<file path="src/rtl/wb_epb_bridge.sv">
// Wishbone classic slave to EPB master: each accepted WB cycle becomes one EPB access.
// Define WB_EPB_TIMEOUT_EN to add an assert-phase timeout that answers with wbs_err_o.
module wb_epb_bridge #(
    parameter int WB_ADDR_WIDTH  = 32,
    parameter int SETUP_CYCLES   = 1,
    parameter int TIMEOUT_CYCLES = 1024
) (
    input  logic                     wb_clk_i,
    input  logic                     wb_rst_i,
    input  logic                     wbs_cyc_i,
    input  logic                     wbs_stb_i,
    input  logic                     wbs_we_i,
    input  logic [3:0]               wbs_sel_i,
    input  logic [WB_ADDR_WIDTH-1:0] wbs_adr_i,
    input  logic [31:0]              wbs_dat_i,
    output logic [31:0]              wbs_dat_o,
    output logic                     wbs_ack_o,
    output logic                     wbs_err_o,
    output logic                     epb_cs_n,
    output logic                     epb_oe_n,
    output logic                     epb_r_w_n,
    output logic [3:0]               epb_be_n,
    output logic [5:29]              epb_addr,
    output logic [0:31]              epb_data_o,
    input  logic [0:31]              epb_data_i,
    output logic                     epb_data_oe_n,
    input  logic                     epb_rdy
);

    localparam logic [2:0] S_IDLE   = 3'd0;
    localparam logic [2:0] S_SETUP  = 3'd1;
    localparam logic [2:0] S_ASSERT = 3'd2;
    localparam logic [2:0] S_RESP   = 3'd3;
    localparam logic [2:0] S_TURN   = 3'd4;

    logic [2:0]  state_q, state_d;
    logic [3:0]  setup_cnt_q, setup_cnt_d;
    logic        abort_q, abort_d;
    logic        rd_q, rd_d;
    logic [3:0]  be_n_q, be_n_d;
    logic [24:0] addr_q, addr_d;
    logic [31:0] wdat_q, wdat_d;
    logic [31:0] rdat_q, rdat_d;
    logic        ack_q, ack_d;
    logic        err_q, err_d;
    logic        to_expire;
    logic        drive;
    logic        unused_adr;

    // Only the 25-bit word address reaches the EPB side.
    assign unused_adr = ^wbs_adr_i;

`ifdef WB_EPB_TIMEOUT_EN
    localparam int TW = $clog2(TIMEOUT_CYCLES + 1);
    logic [TW-1:0] to_cnt_q, to_cnt_d;

    // Held at zero outside ASSERT, so every assert phase starts counting from 0.
    always_comb begin
        to_cnt_d = '0;
        if (state_q == S_ASSERT) to_cnt_d = to_cnt_q + TW'(1);
    end

    assign to_expire = (to_cnt_q == TW'(TIMEOUT_CYCLES - 1));

    always_ff @(posedge wb_clk_i or posedge wb_rst_i) begin
        if (wb_rst_i) to_cnt_q <= '0;
        else          to_cnt_q <= to_cnt_d;
    end
`else
    assign to_expire = 1'b0;
`endif

    always_comb begin
        state_d     = state_q;
        setup_cnt_d = setup_cnt_q;
        abort_d     = abort_q;
        rd_d        = rd_q;
        be_n_d      = be_n_q;
        addr_d      = addr_q;
        wdat_d      = wdat_q;
        rdat_d      = rdat_q;
        ack_d       = 1'b0;
        err_d       = 1'b0;
        case (state_q)
            S_IDLE: begin
                if (wbs_cyc_i && wbs_stb_i) begin
                    state_d     = S_SETUP;
                    setup_cnt_d = '0;
                    abort_d     = 1'b0;
                    rd_d        = ~wbs_we_i;
                    be_n_d      = ~wbs_sel_i;
                    addr_d      = wbs_adr_i[26:2];
                    wdat_d      = wbs_dat_i;
                end
            end
            S_SETUP: begin
                if (!wbs_cyc_i)                                  state_d = S_IDLE;
                else if (setup_cnt_q == 4'(SETUP_CYCLES - 1))    state_d = S_ASSERT;
                else                                             setup_cnt_d = setup_cnt_q + 4'd1;
            end
            S_ASSERT: begin
                // Once the master walks away the access still finishes, silently.
                if (!wbs_cyc_i) abort_d = 1'b1;
                if (epb_rdy) begin
                    state_d = S_RESP;
                    ack_d   = wbs_cyc_i & ~abort_q;
                    if (rd_q) rdat_d = epb_data_i;
                end else if (to_expire) begin
                    state_d = S_RESP;
                    err_d   = wbs_cyc_i & ~abort_q;
                    rdat_d  = '0;
                end
            end
            S_RESP:  state_d = S_TURN;
            default: state_d = S_IDLE;
        endcase
    end

    always_ff @(posedge wb_clk_i or posedge wb_rst_i) begin
        if (wb_rst_i) begin
            state_q     <= S_IDLE;
            setup_cnt_q <= '0;
            abort_q     <= 1'b0;
            rd_q        <= 1'b1;
            be_n_q      <= 4'hF;
            addr_q      <= '0;
            wdat_q      <= '0;
            rdat_q      <= '0;
            ack_q       <= 1'b0;
            err_q       <= 1'b0;
        end else begin
            state_q     <= state_d;
            setup_cnt_q <= setup_cnt_d;
            abort_q     <= abort_d;
            rd_q        <= rd_d;
            be_n_q      <= be_n_d;
            addr_q      <= addr_d;
            wdat_q      <= wdat_d;
            rdat_q      <= rdat_d;
            ack_q       <= ack_d;
            err_q       <= err_d;
        end
    end

    // Strobes decode straight from state so an async reset releases them at once.
    assign drive         = (state_q == S_SETUP) || (state_q == S_ASSERT);
    assign epb_cs_n      = (state_q != S_ASSERT);
    assign epb_oe_n      = ~((state_q == S_ASSERT) && rd_q);
    assign epb_data_oe_n = ~((state_q == S_ASSERT) && !rd_q);
    assign epb_r_w_n     = drive ? rd_q   : 1'b1;
    assign epb_be_n      = drive ? be_n_q : 4'hF;
    assign epb_addr      = addr_q;
    assign epb_data_o    = wdat_q;
    assign wbs_dat_o     = rdat_q;
    assign wbs_ack_o     = ack_q;
    assign wbs_err_o     = err_q;

endmodule

</file>
<file path="config.mk">
export PLATFORM = sky130hd
export DESIGN_NAME = wb_epb_bridge
export DESIGN_NICKNAME = d
export VERILOG_FILES = /design/src/rtl/wb_epb_bridge.sv
export SDC_FILE = /design/constraint.sdc
export NUM_CORES = 1
export LEC_CHECK = 0
export ABC_CLOCK_PERIOD_IN_PS = 3400
export CORE_AREA = 2 2 112 114
export CTS_CLUSTER_DIAMETER = 120
export DETAILED_ROUTE_END_ITERATION = 10
export DIE_AREA = 0 0 114 116
export PLACE_DENSITY = 0.81
export SYNTH_ARGS = -nofsm -noshare
export SYNTH_HDL_FRONTEND = slang
export SYNTH_SLANG_ARGS = --single-unit
</file>
<file path="constraint.sdc">
create_clock -name wb_clk_i -period 3.4 [get_ports wb_clk_i]
set_input_delay 0.68 -clock wb_clk_i [delete_from_list [all_inputs] [get_ports wb_clk_i]]
set_output_delay 0.68 -clock wb_clk_i [all_outputs]
set_load 0.01 [all_outputs]
</file>
# After elaboration in Yosys (flattened, before gate mapping)

Cells that the tools add are included.

$add $sub $neg: 1
$mul: 0
Divide/modulo/power cells: 0
Order comparisons: 0
Equal/unequal tests: 10
Shifts and indexed selects: 0
Mux-type cells: 16
Bitwise logic cells: 6
Reductions and logical operators: 14

Operators by type and width:

| cell                | count |
|---|---|
| $mux 4              | 4 |
| $mux 3              | 4 |
| $pmux 3 s4          | 1 |
| $ne 2x2->1 const B  | 5 |
| $reduce_and 3->1    | 3 |
| $pmux 4 s2          | 1 |
| $eq 3x2->1 const B  | 2 |
| $mux 1              | 5 |
| $add 4x1->4 const B | 1 |
| $logic_not 4->1     | 1 |
| $not 1->1           | 4 |
| $not 4->4           | 1 |
| $reduce_and 4->1    | 1 |
| $reduce_bool 2->1   | 2 |
| $eq 3x1->1 const B  | 1 |
| $logic_and 1x1->1   | 3 |
| $logic_not 3->1     | 1 |
| $ne 3x2->1 const B  | 1 |
| $ne 3x3->1 const B  | 1 |
| $pmux 1 s2          | 1 |
| $reduce_and 2->1    | 1 |
| $and 1x1->1         | 1 |
| $logic_not 1->1     | 1 |
| $logic_or 1x1->1    | 1 |

Flip-flop bits (word level): 103
Latch bits: 0
Bits in writable memories: 0
Bits in read-only memories: 0
Input port bits: 106
Output and inout bits: 99
Logic and storage cells: 56
Memories kept: 0

# Logic depth before layout (Yosys ltp)

Gate-level depths: netlist of run 1.

Depth in word-level cells: 4
Mapped depth: 6
Depth with buffers taken out: 5

# Worst setup path before layout of run 1

No wires, ideal clock.

Kind: in2reg
Start: in wbs_cyc_i
End: reg addr_q[19], in the netlist epb_addr[10]
Library setup time: 0.125 ns
Arrival time: 2.047 ns
Required time: 3.275 ns
Slack: 1.228 ns
Stages on the path: 5
Path buffers: 2
Cells stage by stage: or3b_4 -> or3b_1 -> buf_6 -> buf_12 -> mux2_4

Longest elaborated chain between the ends: 2

RTL lines:

| element                           | line | source |
|---|---|---|
| from (decl)                       | 10   | `input logic wbs_cyc_i,` |
| $logic_and 1x1->1                 | 86   | `if (wbs_cyc_i && wbs_stb_i) begin` |
| $reduce_and 2->1 (no source line) | n/a  |  |
| to (signal assigned)              | 137  | `addr_q <= addr_d;` |
| to (decl)                         | 41   | `logic [24:0] addr_q, addr_d;` |

Every way passes these cells.
A chain may end at the register's enable or synchronous reset.

# Worst setup path in the final report of run 1

Start: reg state_q[0]
End: out epb_cs_n

Longest elaborated chain between the ends: 1

RTL lines:

| element                | line | source |
|---|---|---|
| from (decl)            | 36   | `logic [2:0] state_q, state_d;` |
| from (signal assigned) | 132  | `state_q <= state_d;` |
| $ne 3x2->1             | 147  | `assign epb_cs_n = (state_q != S_ASSERT);` |
| to (decl)              | 19   | `output logic epb_cs_n,` |

Every way passes these cells.

==> run summary, run 1 <==
### Status
* **status** finished, final reports clean

### GRT
* **global-route wire length before repair** 16500 microns
* **overall track demand over capacity in global routing** 16.17%
* **initial antenna violation count** 0
* **number of global-route vias before repair** 3226
* **remaining global-route overflow** 0
* **maximum number of pins on one net before global-route repair** 63

### STA
* **slew at the pin closest to its max-slew limit** 537.6 ps
* **setup violation total in the final timing report** 0
* **final worst-path cycle share** 78.63%
* **Worst Hold Slack** 444.5 ps
* **Tmin final** 2673 ps
* **Post-Route Skew** 5.146 ps
* **number of max-slew violations in the final report** 0
* **setup slack of the critical path after layout** 726.5 ps
* **final count of hold timing violations** 0
* **peak clock frequency supported by timing** 374.0 MHz
* **Total Neg Setup Slack** 0 ps
* **tightest slew margin relative to the limit** 64.16%
* **RSZ-0062 raised after global routing** false

### Layout
* **share of post-route cells with drive strength above 1** 24.57%
* **number of diodes** 0
* **NumNets Final** 571
* **area delta synth->final** 53.90%
* **final core utilization** 56.18%
* **Fillers** 980

### Clocking
* **clock tree from TritonCTS** done
* **H-tree depth** 3
* **source-to-sink clock delay at the later pin of the worst-skew pair** 340 ps
* **count of instances resized after the clock tree is built** 0
* **Post-CTS Setup Repair Bufs** 0
* **maximum buffer depth of the clock tree** 2
* **Clock transition at path regs** 60 ps
* **master cell of the clock root buffer** clkbuf_16
* **number of buffers created by CTS** 9
* **CTS hold repair buffers** 0
* **clock sink count** 103

### Routing
* **detailed-route DRC error count** 0
* **drt first-iter violations** 108
* **via count of the routed design** 2861
* **number of vias per cell after detailed routing** 4.652
* **sum of routed wire length over all layers** 10230 microns
* **routed wire length per instance** 16.63 microns
* **number of iterations in the first detailed-routing pass** 4
* **antenna-violating nets left** 0

### Place
* **half-perimeter wire length after detailed placement** 7610 microns
* **placer congestion estimate** 0.7710
* **I/O Buffers** 196
* **Setup Slack @ Placement** 382.5 ps

### Setup path
* **CP Launch Type** flip-flop
* **destination of the worst register-to-register timing path** epb_addr[18]
* **register-to-register path setup slack** 1140 ps
* **critical path class** flip-flop to output pin
* **path depth of the worst reg2reg path** 4
* **Worst Setup EP** epb_cs_n
* **Crit Reg-Reg Startpoint** state_q[1]
* **required time at the endpoint of the critical path** 2720 ps
* **highest net fanout along the worst path** 15
* **start point of the critical path** state_q[0]
* **critical path data arrival time** 1990 ps
* **category of the worst setup path capture point** output pin

### Synthesis
* **average cell area after synthesis** 16.35 sq um
* **number of warnings reported in the yosys synthesis log** 0
* **Yosys cell types** 38
* **number of flops mapped to enable cells by yosys** 0
* **Top FF cell, synth** dfrtp_1
* **Synth Instances** 266
* **proportion of synthesized chip area in sequential cells** 59.42%
* **netlist area before placement** 4348 sq um
* **post-synthesis sequential element count** 103
* **net count after synthesis** 374
* **asr flop ratio synth** 100.0%

### Floorplan
* **placeable core area** 11910 sq um
* **Boundary Pins** 205
* **die height** 116 microns
* **Total Die Area** 13220 sq um
* **total number of placement rows** 40
* **Starting Density** 36.50%
* **die boundary width** 114 microns

### Run
* **Maximum Capacitance Violations** 0

### Hold path
* **hold path startpoint** abort_q
* **worst min path class** flip-flop to flip-flop

### Power and ir drop
* **static leakage** 3.029 nW
* **Pwr Density** 916.4 nW/um^2
* **Max rail drop VDD** 501.5 uV

==> cell usage after synthesis (2+ instances only) <==
cell type	instances	share of area (%)
mux2_2	34	8.8
buf_12	6	2.8
nand2_1	9	0.78
dfrtp_1	98	56
buf_2	3	0.35
nand3_1	3	0.35
a21o_1	2	0.35
clkbuf_1	2	0.17
inv_1	9	0.78
dfstp_2	5	3.0
ha_1	2	0.58
mux2i_1	7	1.6
nor4b_1	2	0.40
mux2_4	54	19
nor3_1	2	0.23
buf_6	2	0.52
a21oi_1	2	0.23
nor2_1	4	0.35
==> routing by layer <==
metal  GRT usage [%]  share of wire [%]  vias to the layer above
met5               0                  0                        -
met4           6.911                2.3                        0
met3           5.335                6.4                       17
met2           28.29                 52                      106
met1           18.15                 39                     1424
li1                -                  -                     1314
==> layout by cell type (no fill, tap or decap), drive strengths merged, types with 3 or more instances in the layout <==
cell type,n
nand2,9
inv,9
nor2,4
dfrtp,98
clkdlybuf4s50,196
dfstp,5
nand3,3
mux2i,7
mux2,89
clkbuf,13
buf,4
==> sequential cells by signal (all words and copies together), names as in the netlist <==
name and count:
abort_q 1, be_n_q 4, epb_addr 25, epb_data_o 32, rd_q 1, setup_cnt_q 4
state_q 3, wbs_ack_o 1, wbs_dat_o 32
==> metrics by stage <==
| step | total power [mW] | std cells | cell area (sq um) |
|---|---|---|---|
| floorplan | 3.635 | 266 | 4348 |
| global placement | 5.012 | 599 | 6381 |
| detailed placement | 5.114 | 599 | 6381 |
| CTS | 6.215 | 615 | 6691 |
| global route | 6.485 | 615 | 6691 |
| finish | 6.132 | 615 | 6691 |
==> how the worst min path moves through the flow <==
stage | endpoint | slack (ps) | cells past startpoint
2_1_floorplan | wbs_ack_o | 410 | 1
3_3_place_gp | wbs_ack_o | 430 | 1
3_5_place_dp | wbs_ack_o | 450 | 1
4_1_cts | wbs_ack_o | 460 | 1
5_1_grt | wbs_ack_o | 470 | 1
6_report | wbs_ack_o | 440 | 1
==> critical path: stages, from the launching register on <==
cell and delay (ps):
dfrtp_1 520, nor3b_1 450, inv_1 130, clkdlybuf4s50_1 540
==> where the power goes <==
group	switching, mW	leakage, nW	internal, mW	total [mW]
logic	0.990	1.64	1.87	2.86
clock network	0.433	0.156	0.629	1.06
registers	0.364	1.23	1.85	2.21
total	1.79	3.03	4.35	6.13
==> logic make-up after synthesis <==
group	after synthesis	share of synthesized area, %
adders and majority gates	2	0.5754
xor gates and xnor gates	1	0.2015
DFF	103	59.42
buffers and inverters	23	4.748
and+or+nand+nor	32	4.346
AOI/OAI and AO/OA	8	1.295
muxes	96	29.32
other	1	0.08625
==> final cells by class <==
cell class	count	area, sq um	area share [%]
clock buffers	13	270.3	4.039
inverters	9	36.28	0.5423
flip-flops and latches	103	2584	38.61
clock inverters	3	40.04	0.5984
well taps	147	183.9	2.749
repair buffers	200	2017	30.14
multi-input cells	140	1560	23.32
Power figures use the tool's default switching activity.
==> run 2, diff against run 1 <==
Settings changed: ABC_CLOCK_PERIOD_IN_PS 3400 to 2600, CORE_AREA 2 2 112 114 to 2 2 108 110, DIE_AREA 0 0 114 116 to 0 0 110 112, PLACE_DENSITY 0.81 to 0.83.
Clock period 3.4 ns to 2.6 ns, I/O delays scaled along.
==> run summary, run 2 (same netlist as run 1, synthesis figures left out) <==
### Clocking
* **Post-CTS Setup Repair Bufs** 0
* **maximum buffer depth of the clock tree** 2
* **master cell of the clock root buffer** clkbuf_16
* **count of instances resized after the clock tree is built** 0
* **H-tree depth** 3
* **Clock transition at path regs** 60 ps
* **clock tree from TritonCTS** done
* **CTS hold repair buffers** 0
* **number of buffers created by CTS** 9
* **clock sink count** 103
* **source-to-sink clock delay at the later pin of the worst-skew pair** 340 ps

### Place
* **half-perimeter wire length after detailed placement** 7300 microns
* **placer congestion estimate** 0.7533
* **Post-Place Cell Area** 6397 sq um
* **total placed cells including tap cells** 596
* **Setup Slack @ Placement** 13.40 ps
* **I/O Buffers** 196

### Routing
* **drt first-iter violations** 54
* **routed wire length per instance** 16.28 microns
* **routed length on met1** 3896 microns
* **number of vias per cell after detailed routing** 4.673
* **number of iterations in the first detailed-routing pass** 4
* **detailed-route DRC error count** 0
* **via count of the routed design** 2860
* **top layer in use** met4
* **met2 layer wire length in the routed design** 5105 microns
* **Met3 Routed Length** 749 microns
* **antenna-violating nets left** 0
* **sum of routed wire length over all layers** 9964 microns

### Power and ir drop
* **Final Power** 7.895 mW
* **Max rail drop VDD** 586.8 uV
* **static leakage** 3.020 nW
* **Pwr Density** 1181 nW/um^2

### STA
* **number of max-slew violations in the final report** 0
* **RSZ-0062 raised after global routing** false
* **slew at the pin closest to its max-slew limit** 542.7 ps
* **tightest slew margin relative to the limit** 63.82%
* **Tmin final** 2362 ps
* **Worst Hold Slack** 448.0 ps
* **setup slack of the critical path after layout** 238.4 ps
* **setup violation total in the final timing report** 0
* **final worst-path cycle share** 90.83%
* **Post-Route Skew** 6.918 ps
* **Total Neg Setup Slack** 0 ps
* **peak clock frequency supported by timing** 423.4 MHz
* **final count of hold timing violations** 0

### Layout
* **most common cell after layout, fill and taps aside** clkdlybuf4s50_1
* **post-route cell area** 6688 sq um
* **area delta synth->final** 53.81%
* **NumNets Final** 572
* **share of post-route cells with drive strength above 1** 25.37%
* **count of placed standard cells in the final layout, fillers left out** 612
* **commonest cells after routing, fill and taps aside** clkdlybuf4s50_1, dfrtp_1, mux2_4
* **final core utilization** 59.85%
* **number of diodes** 0

### GRT
* **number of global-route vias before repair** 2980
* **initial antenna violation count** 0
* **remaining global-route overflow** 0
* **overall track demand over capacity in global routing** 15.98%
* **global-route wire length before repair** 15150 microns
* **maximum number of pins on one net before global-route repair** 104

### Setup path
* **highest net fanout along the worst path** 15
* **critical path data arrival time** 1840 ps
* **required time at the endpoint of the critical path** 2080 ps
* **category of the worst setup path capture point** output pin
* **critical path class** flip-flop to output pin
* **CP Launch Type** flip-flop

### Run
* **Maximum Capacitance Violations** 0

### Floorplan
* **die boundary width** 110 microns
* **Boundary Pins** 205
* **total number of placement rows** 39
* **Starting Density** 38.91%
* **die height** 112 microns
* **placeable core area** 11170 sq um
* **Total Die Area** 12320 sq um

### Hold path
* **worst min path class** flip-flop to flip-flop

### Status
* **status** finished, final reports clean

-- run 2: final cells by class --
class | count | area (sq um)
timing repair buffer | 201 | 2037
sequential | 103 | 2585
clock inverter | 5 | 31.28
tap | 143 | 178.9
fill | 912 | 4487
inverter | 9 | 37.54
multi-input combinational | 140 | 1565
clock buffer | 11 | 252.7
-- run 2: metal layers --
metal / GRT usage [%] / vias up
met1: 18.88 / 1411
met4: 5.570 / 0
li1: - / 1314
met2: 27.48 / 115
met3: 4.508 / 20
met5: 0 / -
-- run 2: path summary, 6_finish.rpt --
kind                             from              to  slack (ps)  cells after the start
min reg2reg                   abort_q       wbs_ack_o         450                      1
min in group asynchronous    wb_rst_i    epb_addr[16]         690                      3
max                        state_q[0]     epb_be_n[0]         240                      4
max in group asynchronous    wb_rst_i      state_q[0]        1470                      3
min                           abort_q       wbs_ack_o         450                      1
max reg2reg                state_q[1]  epb_data_o[23]         510                      4
-- run 2: critical path, cell delays in order, from the launching register on --
cell	delay [ps]
dfrtp_2	500
xnor2_1	160
nor2_1	270
nand2_1	100
clkdlybuf4s50_1	490
-- run 2: where the power goes --
part / internal [mW] / switching (mW) / total (mW)
Clock: 0.700 / 0.578 / 1.28
Sequential: 2.41 / 0.461 / 2.88
Combinational: 2.45 / 1.29 / 3.74
Total: 5.57 / 2.33 / 7.90
==> run 3, diff against run 2 <==
Settings changed: CTS_BUF_LIST from default to sky130_fd_sc_hd__clkbuf_16.
==> run summary, run 3 (same netlist as run 1, synthesis figures left out) <==
### Routing
* **via count of the routed design** 2866
* **routed wire length per instance** 16.22 microns
* **detailed-route DRC error count** 0
* **number of iterations in the first detailed-routing pass** 4
* **antenna-violating nets left** 0
* **sum of routed wire length over all layers** 9925 microns
* **drt first-iter violations** 58
* **number of vias per cell after detailed routing** 4.683

### GRT
* **number of global-route vias before repair** 2970
* **maximum number of pins on one net before global-route repair** 104
* **initial antenna violation count** 0
* **remaining global-route overflow** 0
* **overall track demand over capacity in global routing** 15.92%
* **global-route wire length before repair** 15110 microns

### Setup path
* **critical path class** flip-flop to output pin
* **category of the worst setup path capture point** output pin
* **CP Launch Type** flip-flop
* **critical path data arrival time** 1840 ps
* **Crit Reg-Reg Startpoint** state_q[1]
* **required time at the endpoint of the critical path** 2080 ps
* **highest net fanout along the worst path** 15
* **start point of the critical path** state_q[0]

### Floorplan
* **die height** 112 microns
* **Boundary Pins** 205
* **Total Die Area** 12320 sq um
* **placeable core area** 11170 sq um
* **total number of placement rows** 39
* **die boundary width** 110 microns
* **Starting Density** 38.91%

### Clocking
* **master cell of the clock root buffer** clkbuf_16
* **clock tree from TritonCTS** done
* **H-tree depth** 3
* **Post-CTS Setup Repair Bufs** 0
* **clock sink count** 103
* **source-to-sink clock delay at the later pin of the worst-skew pair** 330 ps
* **maximum buffer depth of the clock tree** 2
* **number of buffers created by CTS** 9
* **Clock transition at path regs** 60 ps

### STA
* **RSZ-0062 raised after global routing** false
* **slew at the pin closest to its max-slew limit** 537.6 ps
* **final worst-path cycle share** 90.79%
* **peak clock frequency supported by timing** 423.6 MHz
* **final count of hold timing violations** 0
* **Tmin final** 2361 ps
* **number of max-slew violations in the final report** 0
* **setup violation total in the final timing report** 0
* **Post-Route Skew** 5.015 ps
* **tightest slew margin relative to the limit** 64.16%
* **Total Neg Setup Slack** 0 ps

### Layout
* **area delta synth->final** 53.35%
* **commonest cells after routing, fill and taps aside** clkdlybuf4s50_1, dfrtp_1, mux2_4
* **area used by sequential logic in the layout** 2585 sq um
* **Fillers** 911
* **share of post-route cells with drive strength above 1** 24.95%
* **most common cell after layout, fill and taps aside** clkdlybuf4s50_1
* **count of placed standard cells in the final layout, fillers left out** 612
* **number of diodes** 0
* **area of the multi-input gates** 1565 sq um
* **NumNets Final** 572

### Place
* **half-perimeter wire length after detailed placement** 7300 microns
* **total placed cells including tap cells** 596
* **I/O Buffers** 196
* **placer congestion estimate** 0.7533

### Hold path
* **hold path startpoint** abort_q
* **worst min path class** flip-flop to flip-flop

### Power and ir drop
* **Pwr Density** 1174 nW/um^2
* **static leakage** 3.009 nW
* **Max rail drop VDD** 585.5 uV

### Run
* **Maximum Capacitance Violations** 0

### Status
* **status** finished, final reports clean

-- run 3: cell types whose count changed in the layout (fill, tap and decap cells not counted) --
| cell | previous run | this run |
|---|---|---|
| clkbuf_8 | 2 | 0 |
| clkinv_1 | 0 | 2 |
-- run 3: repair_timing --
| item | CTS | global route |
|---|---|---|
| setup endpoints to repair | 0 | 5 |
| hold buffers | 0 | 0 |
| resized for setup | 0 | 2 |
-- run 3: final cells by class --
class                           count  area share, %
Inverter                            9         0.5630
Clock buffer                        9          3.378
Multi-Input combinational cell    140          23.48
Sequential cell                   103          38.77
Clock inverter                      7         0.5817
Timing Repair Buffer              201          30.55
Tap cell                          143          2.683
-- run 3: critical path: stages, from the launching register on --
cell and delay (ps):
dfrtp_2 500, xnor2_1 160, nor2_1 270, nand2_1 100, clkdlybuf4s50_1 490
-- run 3: metal layers --
metal	share of wire, %	vias up	global-route usage (%)
met1	39	1411	18.76
met3	7.4	22	3.630
met5	0	-	0
met4	2.6	0	6.835
li1	-	1315	-
met2	51	118	27.40
-- run 3: worst paths after layout --
check,to,slack (ps),depth (start not counted)
hold / removal,wbs_ack_o,450,1
setup / recovery,epb_be_n[0],240,4
max in group asynchronous,state_q[0],1470,3
setup reg to reg,epb_data_o[23],510,4
min in group asynchronous,epb_addr[16],690,3
hold reg to reg,wbs_ack_o,450,1
-- run 3: power by group --
group | switching [mW] | leakage [nW] | internal (mW)
combinational | 1.29 | 1.65 | 2.45
sequential | 0.464 | 1.23 | 2.42
clock | 0.567 | 0.130 | 0.641
-- run 3: per-stage QoR --
stage	power [mW]	worst slack [ps]	utilization, %	cell area, sq um	hold slack, ps
floorplan	4.754	587.5	-	4352	408.6
global placement	6.547	44.95	57.25	6397	428.6
detailed placement	6.675	13.40	57.25	6397	436.1
CTS	7.929	103.0	59.61	6661	449.2
global route	8.283	80.69	59.67	6668	474.8
finish	7.827	239.4	59.67	6668	448.0
